### src/rtl/game_ram_scheduler_pkg.sv
// Shared definitions for the morse RAM scheduler: game phase encodings,
// grant selection codes and default geometry.
package game_ram_scheduler_pkg;

  localparam int unsigned ADDR_W_DEF = 4;
  localparam int unsigned DATA_W_DEF = 10;
  localparam int unsigned DEPTH_DEF  = 16;

  typedef enum logic [1:0] {
    S_START  = 2'd0,
    S_P1TURN = 2'd1,
    S_P2TURN = 2'd2,
    S_RESULT = 2'd3
  } phase_e;

  typedef enum logic [1:0] {
    G_NONE    = 2'd0,
    G_P1_WR   = 2'd1,
    G_P2_RD   = 2'd2,
    G_DISP_RD = 2'd3
  } grant_e;

endpackage

### src/rtl/game_ram_scheduler_if.sv
// Request/ack handshakes for the three RAM clients plus the RAM port itself.
// slave is the scheduler's view; master is the clients'/RAM's view.
interface game_ram_scheduler_if #(
  parameter int unsigned ADDR_W = 4,
  parameter int unsigned DATA_W = 10
);
  logic              p1_wr_req;
  logic [DATA_W-1:0] p1_wr_data;
  logic              p1_wr_ack;
  logic              p2_rd_req;
  logic              p2_rd_ack;
  logic              p2_rd_valid;
  logic [DATA_W-1:0] p2_rd_data;
  logic              disp_rd_req;
  logic [ADDR_W-1:0] disp_rd_addr;
  logic              disp_rd_ack;
  logic              disp_rd_valid;
  logic [DATA_W-1:0] disp_rd_data;
  logic [ADDR_W-1:0] ram_addr;
  logic              ram_wren;
  logic [DATA_W-1:0] ram_data;
  logic [DATA_W-1:0] ram_q;

  modport slave (
    input  p1_wr_req, p1_wr_data, p2_rd_req, disp_rd_req, disp_rd_addr, ram_q,
    output p1_wr_ack, p2_rd_ack, p2_rd_valid, p2_rd_data,
           disp_rd_ack, disp_rd_valid, disp_rd_data, ram_addr, ram_wren, ram_data
  );

  modport master (
    output p1_wr_req, p1_wr_data, p2_rd_req, disp_rd_req, disp_rd_addr, ram_q,
    input  p1_wr_ack, p2_rd_ack, p2_rd_valid, p2_rd_data,
           disp_rd_ack, disp_rd_valid, disp_rd_data, ram_addr, ram_wren, ram_data
  );
endinterface

### src/rtl/game_ram_scheduler_ram_grant_arbiter.sv
// Fixed-priority single-access grant for the morse RAM: player1 write, then
// player2 read, then display read. Address holds its last value when idle.
module game_ram_scheduler_ram_grant_arbiter
  import game_ram_scheduler_pkg::*;
#(
  parameter int unsigned ADDR_W = ADDR_W_DEF
) (
  input  logic              wr_ok_i,
  input  logic              rd_ok_i,
  input  logic              disp_req_i,
  input  logic [ADDR_W-1:0] p1_addr_i,
  input  logic [ADDR_W-1:0] p2_addr_i,
  input  logic [ADDR_W-1:0] disp_addr_i,
  input  logic [ADDR_W-1:0] hold_addr_i,
  output grant_e            grant_o,
  output logic [ADDR_W-1:0] ram_addr_o,
  output logic              ram_wren_o
);

  always_comb begin
    grant_o    = G_NONE;
    ram_addr_o = hold_addr_i;
    ram_wren_o = 1'b0;
    if (wr_ok_i) begin
      grant_o    = G_P1_WR;
      ram_addr_o = p1_addr_i;
      ram_wren_o = 1'b1;
    end else if (rd_ok_i) begin
      grant_o    = G_P2_RD;
      ram_addr_o = p2_addr_i;
    end else if (disp_req_i) begin
      grant_o    = G_DISP_RD;
      ram_addr_o = disp_addr_i;
    end
  end

endmodule

### src/rtl/game_ram_scheduler.sv
// Game phase sequencer and RAM access scheduler for the shared morse RAM:
// owns the phase FSM, the player pointers and the read-return registers.
module game_ram_scheduler
  import game_ram_scheduler_pkg::*;
#(
  parameter int unsigned ADDR_W = ADDR_W_DEF,
  parameter int unsigned DATA_W = DATA_W_DEF,
  parameter int unsigned DEPTH  = DEPTH_DEF
) (
  input  logic                   clock,
  input  logic                   resetn,
  input  logic                   done_pulse,
  game_ram_scheduler_if.slave    bus,
  output logic [1:0]             state,
  output logic [ADDR_W:0]        p1_count,
  output logic [ADDR_W:0]        p2_addr,
  output logic                   p1_full,
  output logic                   p2_exhausted
);

  localparam logic [ADDR_W:0] CNT_ONE = (ADDR_W+1)'(1);
  localparam logic [ADDR_W:0] CNT_MAX = (ADDR_W+1)'(DEPTH);

  phase_e            state_q, state_d;
  logic [ADDR_W:0]   p1_count_q, p1_count_d;
  logic [ADDR_W:0]   p2_addr_q, p2_addr_d;
  logic [ADDR_W-1:0] ram_addr_q;
  logic              p2_valid_q, disp_valid_q;
  logic [DATA_W-1:0] p2_data_q, disp_data_q;
  logic              full, exhausted, wr_ok, rd_ok, last_read;
  grant_e            grant;
  logic [ADDR_W-1:0] ram_addr;
  logic              ram_wren;

  assign full      = (p1_count_q == CNT_MAX);
  assign exhausted = (p2_addr_q == p1_count_q);
  assign wr_ok     = bus.p1_wr_req && (state_q == S_P1TURN) && !full;
  assign rd_ok     = bus.p2_rd_req && (state_q == S_P2TURN) && !exhausted;

  game_ram_scheduler_ram_grant_arbiter #(.ADDR_W(ADDR_W)) u_arb (
    .wr_ok_i    (wr_ok),
    .rd_ok_i    (rd_ok),
    .disp_req_i (bus.disp_rd_req),
    .p1_addr_i  (p1_count_q[ADDR_W-1:0]),
    .p2_addr_i  (p2_addr_q[ADDR_W-1:0]),
    .disp_addr_i(bus.disp_rd_addr),
    .hold_addr_i(ram_addr_q),
    .grant_o    (grant),
    .ram_addr_o (ram_addr),
    .ram_wren_o (ram_wren)
  );

  always_ff @(posedge clock or negedge resetn) begin
    if (!resetn) state_q <= S_START;
    else         state_q <= state_d;
  end

  // Pointer moves and phase change share an edge when done_pulse meets a grant;
  // the final player2 read ends the turn on its own grant edge.
  always_comb begin
    state_d    = state_q;
    p1_count_d = p1_count_q;
    p2_addr_d  = p2_addr_q;
    last_read  = (grant == G_P2_RD) && ((p2_addr_q + CNT_ONE) == p1_count_q);
    if (grant == G_P1_WR) p1_count_d = p1_count_q + CNT_ONE;
    if (grant == G_P2_RD) p2_addr_d  = p2_addr_q + CNT_ONE;
    case (state_q)
      S_START: if (done_pulse) begin
        state_d    = S_P1TURN;
        p1_count_d = '0;
        p2_addr_d  = '0;
      end
      S_P1TURN: if (done_pulse) state_d = S_P2TURN;
      S_P2TURN: if (done_pulse || last_read) state_d = S_RESULT;
      S_RESULT: if (done_pulse) state_d = S_START;
      default:  state_d = S_START;
    endcase
  end

  always_comb begin
    state             = state_q;
    p1_count          = p1_count_q;
    p2_addr           = p2_addr_q;
    p1_full           = full;
    p2_exhausted      = exhausted;
    bus.p1_wr_ack     = (grant == G_P1_WR);
    bus.p2_rd_ack     = (grant == G_P2_RD);
    bus.disp_rd_ack   = (grant == G_DISP_RD);
    bus.ram_addr      = ram_addr;
    bus.ram_wren      = ram_wren;
    bus.ram_data      = (grant == G_P1_WR) ? bus.p1_wr_data : '0;
    bus.p2_rd_valid   = p2_valid_q;
    bus.disp_rd_valid = disp_valid_q;
    // RAM data is live during the valid cycle and held from the register afterwards.
    bus.p2_rd_data    = p2_valid_q   ? bus.ram_q : p2_data_q;
    bus.disp_rd_data  = disp_valid_q ? bus.ram_q : disp_data_q;
  end

  always_ff @(posedge clock or negedge resetn) begin
    if (!resetn) begin
      p1_count_q   <= '0;
      p2_addr_q    <= '0;
      ram_addr_q   <= '0;
      p2_valid_q   <= 1'b0;
      disp_valid_q <= 1'b0;
      p2_data_q    <= '0;
      disp_data_q  <= '0;
    end else begin
      p1_count_q   <= p1_count_d;
      p2_addr_q    <= p2_addr_d;
      ram_addr_q   <= ram_addr;
      p2_valid_q   <= (grant == G_P2_RD);
      disp_valid_q <= (grant == G_DISP_RD);
      if (p2_valid_q)   p2_data_q   <= bus.ram_q;
      if (disp_valid_q) disp_data_q <= bus.ram_q;
    end
  end

endmodule

### src/flat_wrapper.sv
// flat-port wrapper written by rule: the top's interface ports become plain ports
module game_ram_scheduler_flat import game_ram_scheduler_pkg::*;
#(
  parameter int unsigned ADDR_W = ADDR_W_DEF,
  parameter int unsigned DATA_W = DATA_W_DEF,
  parameter int unsigned DEPTH  = DEPTH_DEF
)
  (clock, resetn, done_pulse, state, p1_count, p2_addr, p1_full, p2_exhausted, bus_p1_wr_req, bus_p1_wr_data, bus_p2_rd_req, bus_disp_rd_req, bus_disp_rd_addr, bus_ram_q, bus_p1_wr_ack, bus_p2_rd_ack, bus_p2_rd_valid, bus_p2_rd_data, bus_disp_rd_ack, bus_disp_rd_valid, bus_disp_rd_data, bus_ram_addr, bus_ram_wren, bus_ram_data);
  game_ram_scheduler_if #(.ADDR_W(ADDR_W), .DATA_W(DATA_W)) bus_i ();
  input  logic clock;
  input  logic resetn;
  input  logic done_pulse;
  output logic [1:0] state;
  output logic [ADDR_W:0] p1_count;
  output logic [ADDR_W:0] p2_addr;
  output logic p1_full;
  output logic p2_exhausted;
  input wire logic [$bits(bus_i.p1_wr_req)-1:0] bus_p1_wr_req;
  input wire logic [$bits(bus_i.p1_wr_data)-1:0] bus_p1_wr_data;
  input wire logic [$bits(bus_i.p2_rd_req)-1:0] bus_p2_rd_req;
  input wire logic [$bits(bus_i.disp_rd_req)-1:0] bus_disp_rd_req;
  input wire logic [$bits(bus_i.disp_rd_addr)-1:0] bus_disp_rd_addr;
  input wire logic [$bits(bus_i.ram_q)-1:0] bus_ram_q;
  output wire logic [$bits(bus_i.p1_wr_ack)-1:0] bus_p1_wr_ack;
  output wire logic [$bits(bus_i.p2_rd_ack)-1:0] bus_p2_rd_ack;
  output wire logic [$bits(bus_i.p2_rd_valid)-1:0] bus_p2_rd_valid;
  output wire logic [$bits(bus_i.p2_rd_data)-1:0] bus_p2_rd_data;
  output wire logic [$bits(bus_i.disp_rd_ack)-1:0] bus_disp_rd_ack;
  output wire logic [$bits(bus_i.disp_rd_valid)-1:0] bus_disp_rd_valid;
  output wire logic [$bits(bus_i.disp_rd_data)-1:0] bus_disp_rd_data;
  output wire logic [$bits(bus_i.ram_addr)-1:0] bus_ram_addr;
  output wire logic [$bits(bus_i.ram_wren)-1:0] bus_ram_wren;
  output wire logic [$bits(bus_i.ram_data)-1:0] bus_ram_data;
  assign bus_i.p1_wr_req = bus_p1_wr_req;
  assign bus_i.p1_wr_data = bus_p1_wr_data;
  assign bus_i.p2_rd_req = bus_p2_rd_req;
  assign bus_i.disp_rd_req = bus_disp_rd_req;
  assign bus_i.disp_rd_addr = bus_disp_rd_addr;
  assign bus_i.ram_q = bus_ram_q;
  assign bus_p1_wr_ack = bus_i.p1_wr_ack;
  assign bus_p2_rd_ack = bus_i.p2_rd_ack;
  assign bus_p2_rd_valid = bus_i.p2_rd_valid;
  assign bus_p2_rd_data = bus_i.p2_rd_data;
  assign bus_disp_rd_ack = bus_i.disp_rd_ack;
  assign bus_disp_rd_valid = bus_i.disp_rd_valid;
  assign bus_disp_rd_data = bus_i.disp_rd_data;
  assign bus_ram_addr = bus_i.ram_addr;
  assign bus_ram_wren = bus_i.ram_wren;
  assign bus_ram_data = bus_i.ram_data;
  game_ram_scheduler #(.ADDR_W(ADDR_W), .DATA_W(DATA_W), .DEPTH(DEPTH)) u_core (.clock(clock), .resetn(resetn), .done_pulse(done_pulse), .bus(bus_i), .state(state), .p1_count(p1_count), .p2_addr(p2_addr), .p1_full(p1_full), .p2_exhausted(p2_exhausted));
endmodule
### config.mk
export PLATFORM = sky130hd
export DESIGN_NAME = game_ram_scheduler_flat
export DESIGN_NICKNAME = d
export VERILOG_FILES = /design/src/rtl/game_ram_scheduler_pkg.sv /design/src/rtl/game_ram_scheduler_if.sv /design/src/rtl/game_ram_scheduler_ram_grant_arbiter.sv /design/src/rtl/game_ram_scheduler.sv /design/src/flat_wrapper.sv
export SDC_FILE = /design/constraint.sdc
export NUM_CORES = 1
export LEC_CHECK = 0
export ABC_AREA = 0
export CAP_MARGIN = 20
export CORE_ASPECT_RATIO = 0.7
export CORE_UTILIZATION = 50
export CTS_CLUSTER_SIZE = 16
export DETAILED_ROUTE_END_ITERATION = 12
export DONT_BUFFER_PORTS = 1
export GPL_ROUTABILITY_DRIVEN = 0
export HOLD_SLACK_MARGIN = 0.03
export PLACE_DENSITY_LB_ADDON = 0.1
export SLEW_MARGIN = 20
export SYNTH_ARGS = -nofsm -noshare
export SYNTH_HDL_FRONTEND = slang
export SYNTH_HIERARCHICAL = 1
export SYNTH_SLANG_ARGS = --single-unit
### constraint.sdc
create_clock -name clock -period 2.7 [get_ports clock]
set_input_delay 0.27 -clock clock [delete_from_list [all_inputs] [get_ports clock]]
set_output_delay 0.27 -clock clock [all_outputs]
set_load 0.01 [all_outputs]
==> flow_summary.yaml, run 1 <==
run_status:
  status: "completed"
routing:
  via_per_inst: 5.55
  num_vias: 1354
  drt_iter0_drc: 40
  route.detailed.wl_per_inst_um: 17.1
  dr.pass1.iters: 4
  ant_nets: 0
  drc_errors: 0
  drt_wl_total_um: 4180
finish:
  layout-drive-gt1-share_pct: 27.8
  final_common_cell: "dfrtp_1"
  n_antenna_cell: 0
  instances_no_fill: 244
  final_cell_mix: "37 x dfrtp_1, 20 x mux2_2, 18 x nor2_1"
  nets: 230
  synthToLayoutAreaGrowth_pct: 13.2
critical_path:
  cp_top_family: "simple AND/OR/NAND/NOR gates"
  critPathCaptureType: "output pin"
  critical_path_class: "reg -> out"
  cp_slowest_cell: "dfrtp_2"
  slowest_delay_ns: 0.48
  critical_path_arrival_ns: 2.20
  path_buf_inv: 2
  path_cells: "xnor2_2 > nand3_1 > nor3_2 > nor2_1 > inv_1 > a21o_2 > nor2b_1 > buf_4 > and2_1"
  startpoint_type: "register"
  required_ns: 2.43
  rr_worst_depth: 10
  crit_fanout: 17
  cp_num_cells: 9
logic_synthesis:
  syn_nets: 216
  syn_area_per_cell_um2: 11.2
  async_flop_share_pct: 100
  ys.flop_type: "dfrtp_1"
  synth_area_um2: 2000
  synthTopCellsByArea: "dfrtp_1 48%, mux2_2 11%, ha_1 4.4%"
  synthDistinctLibCells: 29
  yosysTopAreaCell: "dfrtp_1"
  synth_edf_count: 0
  yosysTopAreaCellShare_pct: 47.6
  syn_inst: 179
  ys_warn_count: 6
  synth_seq_area_share_pct: 47.6
  ys_seq_elements: 38
sta:
  rsz0062_at_grt: "false"
  slew_violations: 0
  clock_skew_ns: 0.00652
  final.setup.tns_ns: 0
  clock.fmax_mhz: 404
  setup_viol: 0
  fin_hold_ws_ns: 0.193
  finalHoldViolCount: 0
  worst-slew-pin-transition_ns: 0.573
  min_period_ns: 2.47
  slew_headroom_pct: 61.8
  min_period_over_period_pct: 91.6
global_routing:
  antenna_found_initial: 0
  grt_overflow: 0
  track_usage_pct: 21.5
  grt_max_degree: 39
  grt_pass1_vias: 1294
  grt_pass1_wl_um: 6520
cts:
  cts_buffers: 5
  cts.sinks: 38
  cts_tree: "yes"
  clkLatencyLatePin_ns: 0.29
  h-tree-depth: 2
  clock-root-buffer: "clkbuf_8"
  cts_buffer_depth: 2
  post_cts_buffers: 0
  clk_pin_slew_ns: 0.07
floorplanning:
  fp.dieW_um: 77.5
  rows: 18
  initial_utilization_pct: 54.4
  die_h_um: 54.9
  dieArea_um2: 4250
  core_um2: 3670
  ios: 84
placement:
  dp_hpwl_um: 3240
  place_inst: 234
  numPortBuffers: 0
power:
  power_leakage_nw: 1.02
  power_mw: 2.74
  p_per_area_nw_per_um2: 1210
  ir_worst_vdd_mv: 0.679
worst_hold_path:
  hp-class: "in -> reg"
  holdPathStages: 1
run:
  maxCapViolations: 0
[timing repair]
item                       4_1_cts  5_1_grt
hold buffers                     2        0
hold endpoints to repair        38        0
setup endpoints to repair        0       21
gates resized for setup          0        6
[layer usage]
metal  GRT usage [%]  vias up  wire length, µm
met1            28.3      655             1930
met3            6.83        5              323
met5               0        -                0
li1                -      626                -
met2            33.0       68             1870
met4            9.75        0               47
[layout make-up]
class                      count  area (µm²)
timing repair buffer          18         150
inverter                       6        22.5
sequential                    38         952
clock buffer                   7        86.3
tap                           50        62.6
multi-input combinational    124         982
fill                         297        1410
clock inverter                 1        5.00
[stage by stage]
step,area [µm²],worst slack (ns),utilization (%)
global placement,2110,0.192,57.5
CTS,2230,0.0922,60.8
detailed placement,2110,0.122,57.5
global route,2260,0.000665,61.6
floorplan,2000,0.0575,-
finish,2260,0.226,61.6
[report_power, final]
part	total, mW	leakage (nW)	switching, mW	internal, mW
Combinational	1.36	0.510	0.778	0.585
Sequential	0.983	0.462	0.159	0.824
Clock	0.396	0.0482	0.190	0.206
Total	2.74	1.02	1.13	1.62
[path summary, 6_finish.rpt]
path,start,end,slack (ns)
worst max-delay path,u_core/p1_count[4],bus_ram_data[1],0.23
worst min-delay path,bus_ram_q[8],u_core/p2_data_q[8],0.19
worst max register to register,u_core/state[0],u_core/state[0],0.40
worst min register to register,u_core/p2_data_q[4],u_core/p2_data_q[4],0.54
max in group asynchronous,resetn,u_core/p1_count[4],2.07
min in group asynchronous,resetn,u_core/p2_data_q[0],0.43
[synth_stat cells (4+ instances only)]
cell / n
and2_1: 12
clkbuf_1: 5
mux2i_1: 7
mux2_2: 20
nand4_1: 4
nand2_1: 5
xnor2_1: 8
o21ai_0: 4
a21oi_1: 4
xor2_1: 9
nor3b_1: 4
ha_1: 7
nor2_1: 18
nor2b_1: 5
dfrtp_1: 38
inv_1: 6
[cell families (layout without fill, tap and decap cells)]
logic type	after synthesis	count (layout)	share of synthesized area, %
simple gates	56	56	14.6
flops	38	38	47.6
mux	27	27	14.8
compound gates	17	17	6.58
xor+xnor	17	17	7.46
buf+inv	17	32	4.57
fa+ha+maj	7	7	4.39
[sequential cells by signal (all words and copies together), names as in the netlist]
signal and count:
u_core/disp_data_q 10, u_core/p2_data_q 10, u_core/p1_count 5, u_core/p2_addr 5
u_core/ram_addr_q 4, u_core/state 2, u_core/bus.disp_rd_valid 1, u_core/bus.p2_rd_valid 1
(Power assumes the default switching activity.)
==> inputs of run 2 (changes only) <==
Settings changed: CORE_ASPECT_RATIO 0.7 to 0.9.
==> run 2 against run 1 <==
- combinational power fell by 8%
- clock power rose by 48%
- critical path depth did not move
- largest cell class unchanged
==> flow_summary.yaml, run 2 (synthesized netlist as in run 1, its figures left out) <==
run_status:
  status: "completed"
power:
  p_seq_share_pct: 35.8
  ir_worst_vdd_mv: 0.612
  p_sw_mw: 1.11
  comb_power_share_pct: 43.8
  p_per_area_nw_per_um2: 1270
  switching_share_pct: 38.8
  internal_power_mw: 1.76
  power_mw: 2.87
  power_leakage_nw: 1.02
  clockPowerShare_pct: 20.5
cts:
  h-tree-depth: 2
  clk_pin_slew_ns: 0.07
  cts_buffers: 5
  cts_tree: "yes"
  clkLatencyLatePin_ns: 0.28
  cts_buffer_depth: 2
  post_cts_buffers: 0
  clock-root-buffer: "clkbuf_8"
  cts.sinks: 38
run:
  maxCapViolations: 0
global_routing:
  track_usage_pct: 19.8
  grt_pass1_wl_um: 5950
  antenna_found_initial: 0
  grt_max_degree: 39
  grt_pass1_vias: 1270
  grt_overflow: 0
sta:
  slew_violations: 0
  clock_skew_ns: 0.00295
  slew_headroom_pct: 64.4
  final.setup.tns_ns: 0
  finalHoldViolCount: 0
  setup_viol: 0
  min_period_ns: 2.51
  rsz0062_at_grt: "false"
  fin_ws_ns: 0.193
  min_period_over_period_pct: 92.9
  clock.fmax_mhz: 399
  worst-slew-pin-transition_ns: 0.534
placement:
  dp_hpwl_um: 3150
  numPortBuffers: 0
  pre_cts_slack_ns: 0.366
critical_path:
  critPathCaptureType: "output pin"
  rr_worst_depth: 11
  reg2reg_slack_ns: 0.42
  crit_fanout: 17
  required_ns: 2.43
  startpoint_type: "register"
  crit-reg2reg-capture: "u_core/state[0]"
  critical_path_arrival_ns: 2.24
  rr_startpoint: "u_core/state[0]"
  critical_path_class: "reg -> out"
finish:
  fin_util_pct: 60.3
  final_cell_mix: "37 x dfrtp_1, 20 x mux2_2, 17 x nor2_1"
  reg_top3: "u_core/disp_data_q (10), u_core/p2_data_q (10)"
  layout-drive-gt1-share_pct: 25.8
  final_common_cell: "dfrtp_1"
  synthToLayoutAreaGrowth_pct: 13.4
  n_antenna_cell: 0
  nets: 226
floorplanning:
  rows: 21
  core_um2: 3760
  fp.dieW_um: 68.6
  die_h_um: 62.0
  dieArea_um2: 4250
  ios: 84
  initial_utilization_pct: 53.1
routing:
  route.detailed.wl_per_inst_um: 17.7
  ant_nets: 0
  drt_wl_total_um: 4170
  dr.pass1.iters: 4
  via_per_inst: 5.57
  drt_iter0_drc: 50
  drc_errors: 0
  num_vias: 1314
worst_hold_path:
  holdCritStartpoint: "bus_ram_q[6]"
  whs_endpoint: "u_core/p2_data_q[6]"
  hp-class: "in -> reg"
  holdPathStages: 1
## run 2: changes by cell type in the layout (fill, tap and decap cells not counted), sizes merged
cell / delta
buf: -4
bufinv: +2
clkbuf: -1
clkinv: -1
## run 2: worst max path at each step
stage,start,end,slack (ns),depth (start not counted)
after CTS,u_core/p2_addr[3],bus_ram_data[2],0.03,9
after detailed placement,u_core/state[0],u_core/state[0],0.37,11
after global routing,u_core/p1_count[0],bus_ram_addr[1],0.009,8
final,u_core/state[0],bus_ram_data[2],0.19,9
after floorplan,u_core/p1_count[2],bus_ram_data[0],0.06,11
after global placement,u_core/p2_addr[3],bus_ram_data[7],0.35,9
## run 2: routing by layer
| layer | vias up | global-route usage, % | routed length (µm) |
|---|---|---|---|
| li1 | 616 | - | - |
| met1 | 639 | 24.1 | 1780 |
| met2 | 57 | 34.2 | 2060 |
| met3 | 2 | 5.84 | 329 |
| met4 | 0 | 5.36 | 11 |
| met5 | - | 0 | 0 |
## run 2: worst max-delay path, cell delays in order, from the launching register on
cell     delay (ns)
dfrtp_1        0.44
inv_1          0.17
ha_1           0.24
nand2_1        0.10
nor2_2         0.21
inv_1          0.06
a21o_2         0.22
nor2b_1        0.12
buf_4          0.19
and2_1         0.21
## run 2: power by group through the flow
stage	Clock (mW)	Sequential, mW	Combinational, mW
6_report	0.586	1.03	1.25
5_1_grt	0.628	1.07	1.37
4_1_cts	0.602	1.03	1.25
3_5_place_dp	0	1.04	1.22
3_3_place_gp	0	1.03	1.18
2_1_floorplan	0	0.981	1.00
## run 2: stage by stage
| stage | area, µm² | hold WS, ns | std cells |
|---|---|---|---|
| detailed placement | 2080 | -0.0249 | 226 |
| floorplan | 2000 | -0.0256 | 179 |
| finish | 2260 | 0.200 | 236 |
| global placement | 2080 | -0.0249 | 226 |
| CTS | 2250 | 0.187 | 236 |
| global route | 2260 | 0.181 | 236 |
## run 2: timing repair
action	in CTS	in global routing
hold buffers	2	0
resized for setup	0	4
setup endpoints to repair	0	13
endpoints found under the hold margin	38	0
## run 2: cell type report
| cell class | instances | area, µm² |
|---|---|---|
| Tap cell | 46 | 57.6 |
| Clock inverter | 2 | 60.1 |
| Multi-Input combinational cell | 124 | 970 |
| Fill cell | 306 | 1490 |
| Clock buffer | 6 | 82.6 |
| Sequential cell | 38 | 952 |
| Inverter | 6 | 22.5 |
| Timing Repair Buffer | 14 | 120 |
==> inputs of run 3 (changes only) <==
Settings changed: CORE_UTILIZATION 50 to 35.
==> run 3 against run 2 <==
- total power decreased by 2.0%
- non-clock buffer count increased by 3
- die area increased by 41%
- via count increased by 0.30%
- final area increased by 1.3%
- critical endpoint is now bus_ram_addr[3]
- largest cell class unchanged
- highest routed layer unchanged
==> flow_summary.yaml, run 3 (synthesized netlist as in run 1, its figures left out) <==
global_routing:
  grt_overflow: 0
  met3_usage_pct: 5.71
  grt_pass1_vias: 1418
  grt_util_met2_pct: 25.6
  grt-busiest-layer: "met2"
  grt.met1_usage_pct: 19.8
  antenna_found_initial: 0
  grt_max_degree: 39
  grt_pass1_wl_um: 6980
  track_usage_pct: 16.1
critical_path:
  slowest_delay_ns: 0.47
  crit_fanout: 5
  rr_startpoint: "u_core/state[0]"
  cp-endpoint: "bus_ram_addr[3]"
  critical_path_arrival_ns: 2.28
  rr_worst_depth: 10
  cp_slowest_cell: "dfrtp_1"
  crit_path_start: "u_core/p1_count[3]"
  path_cells: "xnor2_2 > nand3_1 > nor3_2 > nor2_1 > buf_4 > nor3b_1 > a211oi_1"
  startpoint_type: "register"
  critPathCaptureType: "output pin"
  crit-reg2reg-capture: "u_core/state[0]"
  critical_path_class: "reg -> out"
  required_ns: 2.43
  reg2reg_slack_ns: 0.42
sta:
  slew_headroom_pct: 62.0
  fin_hold_ws_ns: 0.196
  slew_violations: 0
  rsz0062_at_grt: "true"
  clock.fmax_mhz: 392
  min_period_over_period_pct: 94.4
  finalHoldViolCount: 0
  clock_skew_ns: 0.00626
  fin_ws_ns: 0.151
  setup_viol: 0
  worst-slew-pin-transition_ns: 0.570
  min_period_ns: 2.55
finish:
  n_antenna_cell: 0
  final_common_cell: "dfrtp_1"
  fin_util_pct: 42.7
  fin_area_um2: 2290
  synthToLayoutAreaGrowth_pct: 14.9
  reg_top3: "u_core/disp_data_q (10), u_core/p2_data_q (10)"
  nets: 229
  n_fill_cell: 540
  layout-drive-gt1-share_pct: 27.5
  final_cell_mix: "36 x dfrtp_1, 20 x mux2_2, 18 x nor2_1"
floorplanning:
  initial_utilization_pct: 37.1
  rows: 25
  core_um2: 5380
  ios: 84
  die_h_um: 73.7
  dieArea_um2: 6010
  fp.dieW_um: 81.6
run:
  maxCapViolations: 0
cts:
  clk_pin_slew_ns: 0.07
  cts_tree: "yes"
  cts.sinks: 38
  post_cts_buffers: 0
  clock-root-buffer: "clkbuf_8"
  cts_buffer_depth: 2
  h-tree-depth: 2
  cts_buffers: 5
  clkLatencyLatePin_ns: 0.28
routing:
  ant_nets: 0
  drt_iter0_drc: 78
  via_per_inst: 5.07
  num_vias: 1318
  dr.pass1.iters: 4
  drc_errors: 0
  route.detailed.wl_per_inst_um: 17.3
  drt_wl_total_um: 4500
run_status:
  status: "completed"
power:
  p_per_area_nw_per_um2: 1220
  ir_worst_vdd_mv: 0.452
  power_leakage_nw: 1.02
placement:
  numPortBuffers: 0
  pre_cts_slack_ns: 0.0300
  dp_hpwl_um: 3410
  post_dp_cell_area_um2: 2120
worst_hold_path:
  hp-class: "in -> reg"
==> run 3: cell count changes in the layout (fill, tap and decap cells not counted) <==
| cell | change |
|---|---|
| buf_4 | +3 |
| bufinv_16 | -1 |
| clkbuf_1 | +1 |
| clkbuf_8 | -1 |
| clkinvlp_4 | +1 |
| dfrtp_1 | -1 |
| dfrtp_2 | +1 |
| nor2_1 | +1 |
| nor2_2 | -1 |
| nor2b_1 | -1 |
| nor2b_4 | +1 |
| xnor2_1 | -1 |
| xnor2_2 | +1 |
==> run 3: final cells by class <==
type	count	area (µm²)	share of cell area, %
flip-flops and latches	38	953	41.5
clock buffers	6	72.6	3.16
repair buffers	17	143	6.22
inverters	6	22.5	0.981
well taps	67	83.8	3.65
clock inverters	2	37.5	1.64
multi-input cells	124	982	42.8
==> run 3: how the worst min path moves through the flow <==
| stage | start | to | cells after the start |
|---|---|---|---|
| after floorplan | resetn | u_core/bus.disp_rd_valid | 0 |
| after global placement | resetn | u_core/disp_data_q[8] | 0 |
| after detailed placement | resetn | u_core/disp_data_q[8] | 0 |
| after CTS | bus_ram_q[3] | u_core/disp_data_q[3] | 1 |
| after global routing | bus_ram_q[4] | u_core/disp_data_q[4] | 1 |
| final | bus_ram_q[3] | u_core/disp_data_q[3] | 1 |
==> run 3: what timing repair did <==
item                       CTS  global route
hold buffers                 2             0
hold endpoints to repair    38             0
setup endpoints to repair    3            19
resized for setup            1             6
==> run 3: layer usage <==
layer / wire [µm] / vias to the layer above / part of all wire (%)
li1: - / 627 / -
met1: 1940 / 648 / 43
met2: 2170 / 38 / 48
met3: 324 / 5 / 7.2
met4: 51 / 0 / 1.1
met5: 0 / - / 0
==> run 3: critical path, delay by kind of cell, from the launching register on <==
| family | cells | cell delay (ns) |
|---|---|---|
| compound gates | 1 | 0.45 |
| xor+xnor | 1 | 0.22 |
| buf+inv | 1 | 0.17 |
| flops | 1 | 0.47 |
| simple gates | 4 | 0.68 |
==> run 3: report_power, final <==
part	total (mW)	switching, mW	internal [mW]
clock	0.470	0.194	0.276
combinational	1.35	0.776	0.574
sequential	0.991	0.166	0.824
total	2.81	1.14	1.67
==> run 3: through the flow <==
step	std cells	TNS [ns]	total power, mW
6_report	260	0	2.81
5_1_grt	260	-0.0356	3.03
4_1_cts	260	0	2.84
3_5_place_dp	250	0	2.33
3_3_place_gp	250	0	2.26
2_1_floorplan	179	0	1.98
